## config.mk

```make
export PLATFORM = sky130hd
export DESIGN_NAME = bcd_run_counter_flat
export DESIGN_NICKNAME = d
export VERILOG_FILES = /design/src/rtl/bcd_run_counter_pkg.sv /design/src/rtl/bcd_run_counter_if.sv /design/src/rtl/bcd_run_counter_digit.sv /design/src/rtl/bcd_run_counter.sv /design/src/flat_wrapper.sv
export SDC_FILE = /design/constraint.sdc
export NUM_CORES = 1
export LEC_CHECK = 0
export ABC_AREA = 1
export CAP_MARGIN = 0
export CORE_UTILIZATION = 30
export CTS_CLUSTER_SIZE = 40
export DETAILED_ROUTE_END_ITERATION = 12
export GPL_ROUTABILITY_DRIVEN = 1
export MAX_ROUTING_LAYER = met4
export PLACE_DENSITY = 0.57
export SLEW_MARGIN = 25
export SYNTH_ARGS = -nofsm -noshare
export SYNTH_HDL_FRONTEND = slang
export SYNTH_SLANG_ARGS = --single-unit
```

## constraint.sdc

```tcl
create_clock -name clk -period 2.82 [get_ports clk]
set_clock_uncertainty 0.15 [all_clocks]
set_input_delay 0.423 -clock clk [delete_from_list [all_inputs] [get_ports clk]]
set_output_delay 0.423 -clock clk [all_outputs]
set_load 0.01 [all_outputs]
```

## src/rtl/bcd_run_counter_pkg.sv

```systemverilog
// Shared types and constants for the two-digit BCD run counter.
// Optional feature macro: BCD_CNT_DOWN_EN (enables the down-count direction).
package bcd_pkg;

    typedef logic [3:0] bcd_t;

    localparam bcd_t BCD_MAX = 4'd9;

    typedef enum logic {
        HOLD = 1'b0,
        RUN  = 1'b1
    } run_state_t;

    // True when a nibble is a legal BCD digit (0..9).
    function automatic logic isBcd(input bcd_t digit);
        return digit <= BCD_MAX;
    endfunction

endpackage

```

## src/rtl/bcd_run_counter_if.sv

```systemverilog
// Control/status bundle of the BCD run counter. The master side drives the
// start/stop/direction/load controls; the slave side (the counter) returns
// the two digits and the status pulses.
interface bcd_run_counter_if;
    import bcd_pkg::*;

    logic       start;
    logic       stop;
    logic       up;
    logic       load;
    logic [7:0] load_val;
    bcd_t       ones;
    bcd_t       tens;
    logic       wrap;
    logic       load_err;
    logic       running;

    modport master (
        output start, stop, up, load, load_val,
        input  ones, tens, wrap, load_err, running
    );

    modport slave (
        input  start, stop, up, load, load_val,
        output ones, tens, wrap, load_err, running
    );

endinterface

```

## src/rtl/bcd_run_counter_digit.sv

```systemverilog
// Single BCD digit register with load, increment and decrement.
// Increment past max rolls to 0 and raises carry; decrement below 0 rolls to
// max and raises borrow. Load has priority over counting.
// Optional feature macro: BCD_CNT_DOWN_EN (the top ties dec low when undefined).
module bcd_digit
    import bcd_pkg::*;
(
    input  logic clk,
    input  logic rst_n,
    input  logic inc,
    input  logic dec,
    input  logic load,
    input  bcd_t d,
    input  bcd_t max,
    output bcd_t q,
    output logic carry,
    output logic borrow
);

    bcd_t r_q;
    logic w_atMax;
    logic w_atZero;

    assign w_atMax  = (r_q == max);
    assign w_atZero = (r_q == 4'd0);
    assign carry    = inc && w_atMax;
    assign borrow   = dec && w_atZero;
    assign q        = r_q;

    // Digit register: reset, then load, then increment, then decrement.
    always_ff @(posedge clk) begin
        if (!rst_n) begin
            r_q <= 4'd0;
        end else if (load) begin
            r_q <= d;
        end else if (inc) begin
            r_q <= w_atMax ? 4'd0 : r_q + 4'd1;
        end else if (dec) begin
            r_q <= w_atZero ? max : r_q - 4'd1;
        end
    end

endmodule

```

## src/rtl/bcd_run_counter.sv

```systemverilog
// Two-digit BCD run counter: prescaler, RUN/HOLD state machine, validated
// load, modulo wrap with a one-cycle wrap pulse.
// Optional feature macro: BCD_CNT_DOWN_EN. When defined the up input selects
// direction; when undefined the counter only counts up and up is ignored.
module bcd_run_counter
    import bcd_pkg::*;
#(
    parameter int DIV    = 50_000_000,
    parameter int MODULO = 100
)
(
    input logic         clk,
    input logic         rst_n,
    bcd_run_counter_if.slave bus
);

    localparam int            PRE_W      = (DIV > 1) ? $clog2(DIV) : 1;
    localparam logic [PRE_W-1:0] PRE_LAST = PRE_W'(DIV - 1);
    localparam bcd_t          TOP_TENS   = bcd_t'((MODULO - 1) / 10);
    localparam bcd_t          TOP_ONES   = bcd_t'((MODULO - 1) % 10);
    localparam logic [6:0]    MOD_BIN    = 7'(MODULO);
    localparam bit            FULL_RANGE = (MODULO == 100);

    run_state_t       r_state;
    run_state_t       w_nextState;
    logic [PRE_W-1:0] r_prescale;
    logic             r_wrap;
    logic             r_loadErr;

    logic       w_tick;
    logic       w_up;
    logic       w_countEn;
    logic       w_loadOk;
    logic       w_atTop;
    logic       w_upWrapHit;
    logic       w_wrapNow;
    logic       w_digitLoad;
    logic       w_incOnes;
    logic       w_decOnes;
    logic       w_onesCarry;
    logic       w_onesBorrow;
    logic       w_tensCarry;
    logic       w_tensBorrow;
    bcd_t       w_ldOnes;
    bcd_t       w_ldTens;
    bcd_t       w_onesD;
    bcd_t       w_tensD;
    bcd_t       w_ones;
    bcd_t       w_tens;
    logic [6:0] w_loadBin;

    assign w_ldOnes  = bus.load_val[3:0];
    assign w_ldTens  = bus.load_val[7:4];
    assign w_loadBin = 7'(w_ldTens) * 7'd10 + 7'(w_ldOnes);
    assign w_loadOk  = isBcd(w_ldOnes) && isBcd(w_ldTens) && (w_loadBin < MOD_BIN);

    assign w_tick    = (r_state == RUN) && (r_prescale == PRE_LAST);
    assign w_countEn = w_tick && !bus.load;
    assign w_atTop   = (w_tens == TOP_TENS) && (w_ones == TOP_ONES);

    // With the full 00..99 range the tens carry-out is exactly the 99 -> 00 wrap.
    assign w_upWrapHit = FULL_RANGE ? w_tensCarry : w_atTop;

`ifdef BCD_CNT_DOWN_EN
    assign w_up      = bus.up;
    assign w_decOnes = w_countEn && !w_up;
    // Down wrap is the tens digit borrowing out of 00.
    assign w_wrapNow = w_countEn && (w_up ? w_upWrapHit : w_tensBorrow);
`else
    logic w_unusedDown;
    assign w_up         = 1'b1;
    assign w_decOnes    = 1'b0;
    assign w_wrapNow    = w_countEn && w_upWrapHit;
    assign w_unusedDown = bus.up | w_tensBorrow;
`endif

    assign w_incOnes   = w_countEn && w_up;
    assign w_digitLoad = (bus.load && w_loadOk) || w_wrapNow;

    // Digit load value: the external value on load, otherwise the wrap target.
    always_comb begin
        w_onesD = w_ldOnes;
        w_tensD = w_ldTens;
        if (!bus.load) begin
            w_onesD = 4'd0;
            w_tensD = 4'd0;
`ifdef BCD_CNT_DOWN_EN
            if (!w_up) begin
                w_onesD = TOP_ONES;
                w_tensD = TOP_TENS;
            end
`endif
        end
    end

    bcd_digit u_onesDigit (
        .clk    (clk),
        .rst_n  (rst_n),
        .inc    (w_incOnes),
        .dec    (w_decOnes),
        .load   (w_digitLoad),
        .d      (w_onesD),
        .max    (BCD_MAX),
        .q      (w_ones),
        .carry  (w_onesCarry),
        .borrow (w_onesBorrow)
    );

    bcd_digit u_tensDigit (
        .clk    (clk),
        .rst_n  (rst_n),
        .inc    (w_onesCarry),
        .dec    (w_onesBorrow),
        .load   (w_digitLoad),
        .d      (w_tensD),
        .max    (BCD_MAX),
        .q      (w_tens),
        .carry  (w_tensCarry),
        .borrow (w_tensBorrow)
    );

    // RUN/HOLD state register.
    always_ff @(posedge clk) begin
        if (!rst_n) begin
            r_state <= HOLD;
        end else begin
            r_state <= w_nextState;
        end
    end

    // Next state: stop beats start, from either state.
    always_comb begin
        w_nextState = r_state;
        if (bus.stop) begin
            w_nextState = HOLD;
        end else if (bus.start) begin
            w_nextState = RUN;
        end
    end

    // Prescaler: runs only in RUN, restarts on any load and after each tick.
    always_ff @(posedge clk) begin
        if (!rst_n) begin
            r_prescale <= '0;
        end else if (bus.load || (r_state != RUN) || w_tick) begin
            r_prescale <= '0;
        end else begin
            r_prescale <= r_prescale + PRE_W'(1);
        end
    end

    // Registered status pulses, aligned with the count they describe.
    always_ff @(posedge clk) begin
        if (!rst_n) begin
            r_wrap    <= 1'b0;
            r_loadErr <= 1'b0;
        end else begin
            r_wrap    <= w_wrapNow;
            r_loadErr <= bus.load && !w_loadOk;
        end
    end

    assign bus.ones     = w_ones;
    assign bus.tens     = w_tens;
    assign bus.wrap     = r_wrap;
    assign bus.load_err = r_loadErr;
    assign bus.running  = (r_state == RUN);

endmodule

```

## src/flat_wrapper.sv

```systemverilog
// flat-port wrapper written by rule: the top's interface ports become plain ports
module bcd_run_counter_flat import bcd_pkg::*;
#(
    parameter int DIV    = 50_000_000,
    parameter int MODULO = 100
)
  (clk, rst_n, bus_start, bus_stop, bus_up, bus_load, bus_load_val, bus_ones, bus_tens, bus_wrap, bus_load_err, bus_running);
  bcd_run_counter_if bus_i ();
  input logic clk;
  input logic rst_n;
  input wire logic [$bits(bus_i.start)-1:0] bus_start;
  input wire logic [$bits(bus_i.stop)-1:0] bus_stop;
  input wire logic [$bits(bus_i.up)-1:0] bus_up;
  input wire logic [$bits(bus_i.load)-1:0] bus_load;
  input wire logic [$bits(bus_i.load_val)-1:0] bus_load_val;
  output wire logic [$bits(bus_i.ones)-1:0] bus_ones;
  output wire logic [$bits(bus_i.tens)-1:0] bus_tens;
  output wire logic [$bits(bus_i.wrap)-1:0] bus_wrap;
  output wire logic [$bits(bus_i.load_err)-1:0] bus_load_err;
  output wire logic [$bits(bus_i.running)-1:0] bus_running;
  assign bus_i.start = bus_start;
  assign bus_i.stop = bus_stop;
  assign bus_i.up = bus_up;
  assign bus_i.load = bus_load;
  assign bus_i.load_val = bus_load_val;
  assign bus_ones = bus_i.ones;
  assign bus_tens = bus_i.tens;
  assign bus_wrap = bus_i.wrap;
  assign bus_load_err = bus_i.load_err;
  assign bus_running = bus_i.running;
  bcd_run_counter #(.DIV(DIV), .MODULO(MODULO)) u_core (.clk(clk), .rst_n(rst_n), .bus(bus_i));
endmodule
```

# Yosys cells after proc, flatten, opt, wreduce, memory -nomap -nowiden
# Cells that the tools add are included.
[word_totals] reg_bits=37 in_bits=14 output_inout_bits=11
[classes] add_sub_neg=4 n_mul=1 n_lt_le_gt_ge=3 eq_ne=3 mux=8 bitwise=2 n_reduce_logical=18
[op_table] op="$mux 4" count=8
[op_table] op="$add 26x1->26 const B" count=1
[op_table] op="$eq 26x26->1 const B" count=1
[op_table] op="$logic_and 1x1->1" count=9
[op_table] op="$add 4x1->4 const B" count=2
[op_table] op="$eq 4x4->1 const B" count=2
[op_table] op="$le 4x4->1 const B" count=2
[op_table] op="$add 7x4->7" count=1
[op_table] op="$lt 7x7->1 const B" count=1
[op_table] op="$mul 4x3->6 const B" count=1
[op_table] op="$reduce_bool 2->1" count=2
[op_table] op="$reduce_or 2->1" count=2
[op_table] op="$logic_or 1x1->1" count=3
[op_table] op="$logic_not 1->1" count=2
[op_table] op="$not 1->1" count=2

# Depth between registers and ports, before layout
[depth] ltp_word=8 ltp_mapped=16

# Cells and area by module
# Synthesis repeated with hierarchy kept, for this count alone.
[hier_totals] hier_cells=462 area_unflattened_um2=2986.6
[by_module_without_submodules] mod="bcd_run_counter" n_inst=1 cells_each=284 area_each_um2=1918.1 seq_area_each_um2=580.6
[by_module_without_submodules] mod="bcd_digit" n_inst=2 cells_each=89 area_each_um2=534.3 seq_area_each_um2=80.1

# Least setup slack after synthesis
# Ideal clock, no wire load.
[synth_timing] kind="input to register" startpoint="input port bus_load_val[5]" endpoint="register u_core.u_tensDigit.r_q[2], in the netlist u_core.u_tensDigit.q[2]" setup_time_ns=0.109 arrival_ns=2.363 required_time_ns=2.561 setup_slack_ns=0.199 cell_stages=15 n_path_buf=1 cell_sequence="ha_1 -> ha_1 -> inv_1 -> fa_1 -> nor2_1 -> nand3_1 -> nand3_1 -> nand2_1 -> nand3_1 -> nand3_2 -> buf_4 -> nand3b_1 -> nand3_1 -> nand2_1 -> inv_1"
[synth_via] elab_chain_cells=7
[synth_lines] item="start: declaration" line_no="flat_wrapper.sv:15" text="input wire logic [$bits(bus_i.load_val)-1:0] bus_load_val;"
[synth_lines] item="$mul 4x3->6" line_no="bcd_run_counter.sv:54" text="assign w_loadBin = 7'(w_ldTens) * 7'd10 + 7'(w_ldOnes);"
[synth_lines] item="$add 7x4->7" line_no="bcd_run_counter.sv:54"
[synth_lines] item="$lt 7x7->1" line_no="bcd_run_counter.sv:55" text="assign w_loadOk = isBcd(w_ldOnes) && isBcd(w_ldTens) && (w_loadBin < MOD_BIN);"
[synth_lines] item="$logic_and 1x1->1 (*)" line_no="bcd_run_counter.sv:55"
[synth_lines] item="$logic_and 1x1->1 (*)" line_no="bcd_run_counter.sv:78" text="assign w_digitLoad = (bus.load && w_loadOk) || w_wrapNow;"
[synth_lines] item="$logic_or 1x1->1 (*)" line_no="bcd_run_counter.sv:78"
[synth_lines] item="$mux 4 / $reduce_bool 2->1 (equally long branches)"
[synth_lines] item="end signal: assignment" line_no="bcd_run_counter_digit.sv:37" text="r_q <= w_atMax ? 4'd0 : r_q + 4'd1;"
[synth_lines] item="end signal: assignment" line_no="bcd_run_counter_digit.sv:39" text="r_q <= w_atZero ? max : r_q - 4'd1;"
[synth_lines] item="end: declaration" line_no="bcd_run_counter_digit.sv:20" text="bcd_t r_q;"
# Mark *: on every way between the ends. The rest lies on a longest branch, timed or not.
# A chain may end at the register's enable or synchronous reset.

# Worst setup path in the final report
[layout_timing] startpoint="input port bus_load_val[5]" endpoint="register u_core.u_onesDigit.r_q[2], in the netlist u_core.u_onesDigit.q[2]"
[layout_via] elab_chain_cells=7
[layout_lines] item="$mul 4x3->6" line_no="bcd_run_counter.sv:54"
[layout_lines] item="$add 7x4->7" line_no="bcd_run_counter.sv:54"
[layout_lines] item="$lt 7x7->1" line_no="bcd_run_counter.sv:55"
[layout_lines] item="$logic_and 1x1->1 (*)" line_no="bcd_run_counter.sv:55"
[layout_lines] item="$logic_and 1x1->1 (*)" line_no="bcd_run_counter.sv:78"
[layout_lines] item="$logic_or 1x1->1 (*)" line_no="bcd_run_counter.sv:78"
[layout_lines] item="$mux 4 / $reduce_bool 2->1 (equally long branches)"
[layout_lines] item="end signal: assignment" line_no="bcd_run_counter_digit.sv:37"
[layout_lines] item="end signal: assignment" line_no="bcd_run_counter_digit.sv:39"
[layout_lines] item="end: declaration" line_no="bcd_run_counter_digit.sv:20"
# Marks and branches as above.

==> run_results.csv <==
group,metric,value,unit
status,status,"finished clean",
global_route,grt_max_degree,12,
finish,multi_input_area,0.00137,mm²
worst_setup_path,path_cells,"dlymetal6s2s_1 > ha_1 > ha_1 > inv_1 > fa_1 > nor2_2 > nand3_1 > nand3_1 > nand2_1 > nand3_2 > nand3_4 > buf_6 > nand3_1 > nand2_1 > nor2_1 > nor2_1",
global_route,grt_pass1_vias,2114,
route,avgRoutedWirePerCell,10.8,µm
floorplanning,dieArea,0.00805,mm²
cts,clkLatencyLatePin,0.29,ns
worst_setup_path,start_kind,"input port",
worst_setup_path,cp_slowest_cell,"fa_1",
sta,rsz0062_at_grt,"false",
place,port_buffers,23,
synth,avgSynthCellArea,6.83,µm²
run,maxCapViolCount,0,
worst_setup_path,cp.arrival,2.58,ns
synth,async_flop_share,0,%
cts,tritoncts,"built",
cts,clock-sinks,37,
synth,yosys_most_used_dff,"dfxtp_1",
synth,seq_area_frac_synth,32.1,%
min_path,whs_path_depth,1,
worst_setup_path,cp.required,2.86,ns
route,via_count,2206,
synth,synth_top_area_share,32.1,%
global_route,grt_usage,14.3,%
power_and_ir_drop,leakagePower,1.24,nW
cts,htreeDepth,2,
min_path,hold_path_class,"flop to flop",
worst_setup_path,crit_path_end_kind,"flop",
cts,clk_pin_slew,0.07,ns
place,gp_congestion,0.873,
sta,slew_headroom,72.0,%
synth,synth_edf_count,0,
sta,tightestPinTransition,0.416,ns
synth,syn_nets,360,
sta,fmax,393,MHz
global_route,overflow,0,
synth,yosysMostFrequentCell,"nand2_1",
finish,area_delta_synth_final,25.9,%
floorplanning,ioPinCount,25,
power_and_ir_drop,p_total,0.00119,W
route,dr.pass1.iters,4,
worst_setup_path,reg2regPathDepth,11,
global_route,grt_pass1_wl,9340,µm
floorplanning,die_h,89.7,µm
sta,setup_viol,0,
sta,finalMaxSlewViolations,0,
cts,clock_path_buffers,2,
finish,diodes,0,
route,remaining_drc_errors,0,
route,vias_per_cell,4.61,
synth,synthTopCellsByCount,"nand2_1 (76), inv_1 (44), nor2_1 (42)",
synth,ys_types,37,
finish,drive_above_1_share,15.5,%
floorplanning,row_count,31,
synth,synth_warnings,0,
cts,clockRootBuffer,"clkbuf_8",
sta,final.setup.tns,0,ns
place,hpwl,3990,µm
worst_setup_path,cpMostUsedCell,"nand3_1",
floorplanning,initial_core_util,31.5,%
worst_setup_path,crit_type,"input port to flop",
worst_setup_path,cp_max_fo,6,
route,postRouteAntennaNets,0,
sta,final-hold-violation-count,0,
synth,synth-seq-cells,37,
power_and_ir_drop,irDropWorstVdd,0.000158,V
cts,cts_made_buffers,5,
finish,finalNetCount,401,
finish,final-seq-area,741,µm²
cts,cts_hold_buffers,0,
sta,hold_ws,0.312,ns
finish,final_util,39.6,%
floorplanning,die_width,89.7,µm
sta,post-route-period-util,90.3,%
synth,synth_area_leaders,"dfxtp_1 (32%), nand2_1 (12%), inv_1 (7.2%)",
synth,synthesis.instances,338,
sta,finalCriticalPeriod,2.55,ns
worst_setup_path,critical_path.max_stage_delay,0.44,ns
route,initialDrtViolationCount,54,
route,drt_wl_total,5170,µm
floorplanning,core_area,0.00733,mm²
global_route,antenna_found_initial,0,
power_and_ir_drop,power_density,410,mW/mm²
synth,synth.largest_area_cell,"dfxtp_1",
synth,syn_area,0.00231,mm²
finish,nFillCells,769,
==> metrics by stage <==
stage | cells | area, µm² | setup slack (ns)
after floorplan | 338 | 2310 | 0.199
after CTS | 478 | 2870 | 0.000394
after global placement | 470 | 2750 | -0.334
after global routing | 479 | 2910 | 0.108
final | 479 | 2910 | 0.274
after detailed placement | 470 | 2750 | -0.413
==> final timing paths <==
kind	from	to	slack, ns
worst min register to register	u_core.r_prescale[0]	u_core.r_prescale[0]	0.31
worst min-delay path	u_core.r_prescale[0]	u_core.r_prescale[0]	0.31
worst max-delay path	bus_load_val[5]	u_core.u_onesDigit.q[2]	0.27
worst max register to register	u_core.r_prescale[0]	u_core.u_onesDigit.q[1]	0.67
==> what timing repair did <==
action	CTS	global route
resized for setup	4	9
pin swaps	3	8
gates cloned	0	0
buffers inserted	0	1
endpoints found under the setup margin	8	8
hold endpoints to repair	0	0
==> cell type report <==
class                           instances  share of cell area (%)
Multi-Input combinational cell        244                    47.1
Inverter                               51                    6.59
Tap cell                               99                    4.26
Sequential cell                        37                    25.5
Clock inverter                          1                   0.172
Clock buffer                            7                    3.31
Timing Repair Buffer                   40                    13.0
==> layout by cell type (no fill, tap or decap), types with 4 or more instances in the layout <==
| master | synthesis | layout |
|---|---|---|
| xor2_1 | 7 | 7 |
| dlymetal6s2s_1 | 0 | 4 |
| buf_4 | 1 | 14 |
| clkbuf_8 | 0 | 7 |
| nand3_1 | 28 | 26 |
| nor3_1 | 13 | 13 |
| xnor2_1 | 9 | 9 |
| nand2_1 | 76 | 76 |
| inv_2 | 5 | 5 |
| nand2_2 | 8 | 6 |
| clkdlybuf4s50_1 | 0 | 19 |
| ha_1 | 6 | 6 |
| nor2_1 | 42 | 41 |
| nor2_2 | 6 | 7 |
| dfxtp_1 | 37 | 37 |
| nand4_1 | 5 | 5 |
| inv_1 | 44 | 44 |
| o21ai_1 | 4 | 4 |
| a21oi_1 | 11 | 11 |
==> routing by layer <==
layer | track usage, % | routed length [µm]
met1 | 17.2 | 2400
met2 | 24.2 | 2490
met3 | 2.54 | 204
met4 | 4.51 | 76
met5 | - | 0
==> kinds of logic after synthesis <==
group | after synthesis | share of synthesized area (%)
compound gates | 23 | 5.53
xor+xnor | 16 | 6.07
simple gates | 197 | 41.5
fa+ha+maj | 8 | 4.99
flops | 37 | 32.1
buf+inv | 57 | 9.87
==> report_power, final <==
part           switching, W  total, W  internal (W)  leakage [nW]
logic              0.000119  0.000237      0.000118         0.887
registers         0.0000143  0.000549      0.000535         0.299
clock network      0.000184  0.000405      0.000221        0.0542
total              0.000317   0.00119      0.000874          1.24
==> state kept, by name, indices dropped and copies added (netlist names) <==
signal and cells:
u_core.u_onesDigit.q 4, u_core.u_tensDigit.q 4, u_core.bus.load_err 1, u_core.bus.running 1
u_core.r_prescale 26, u_core.bus.wrap 1
==> critical path: cells and delay by family <==
family | cells | cell delay [ns]
buf+inv | 3 | 0.35
simple gates | 10 | 0.86
fa+ha+maj | 3 | 0.92
Power figures use the tool's default switching activity.
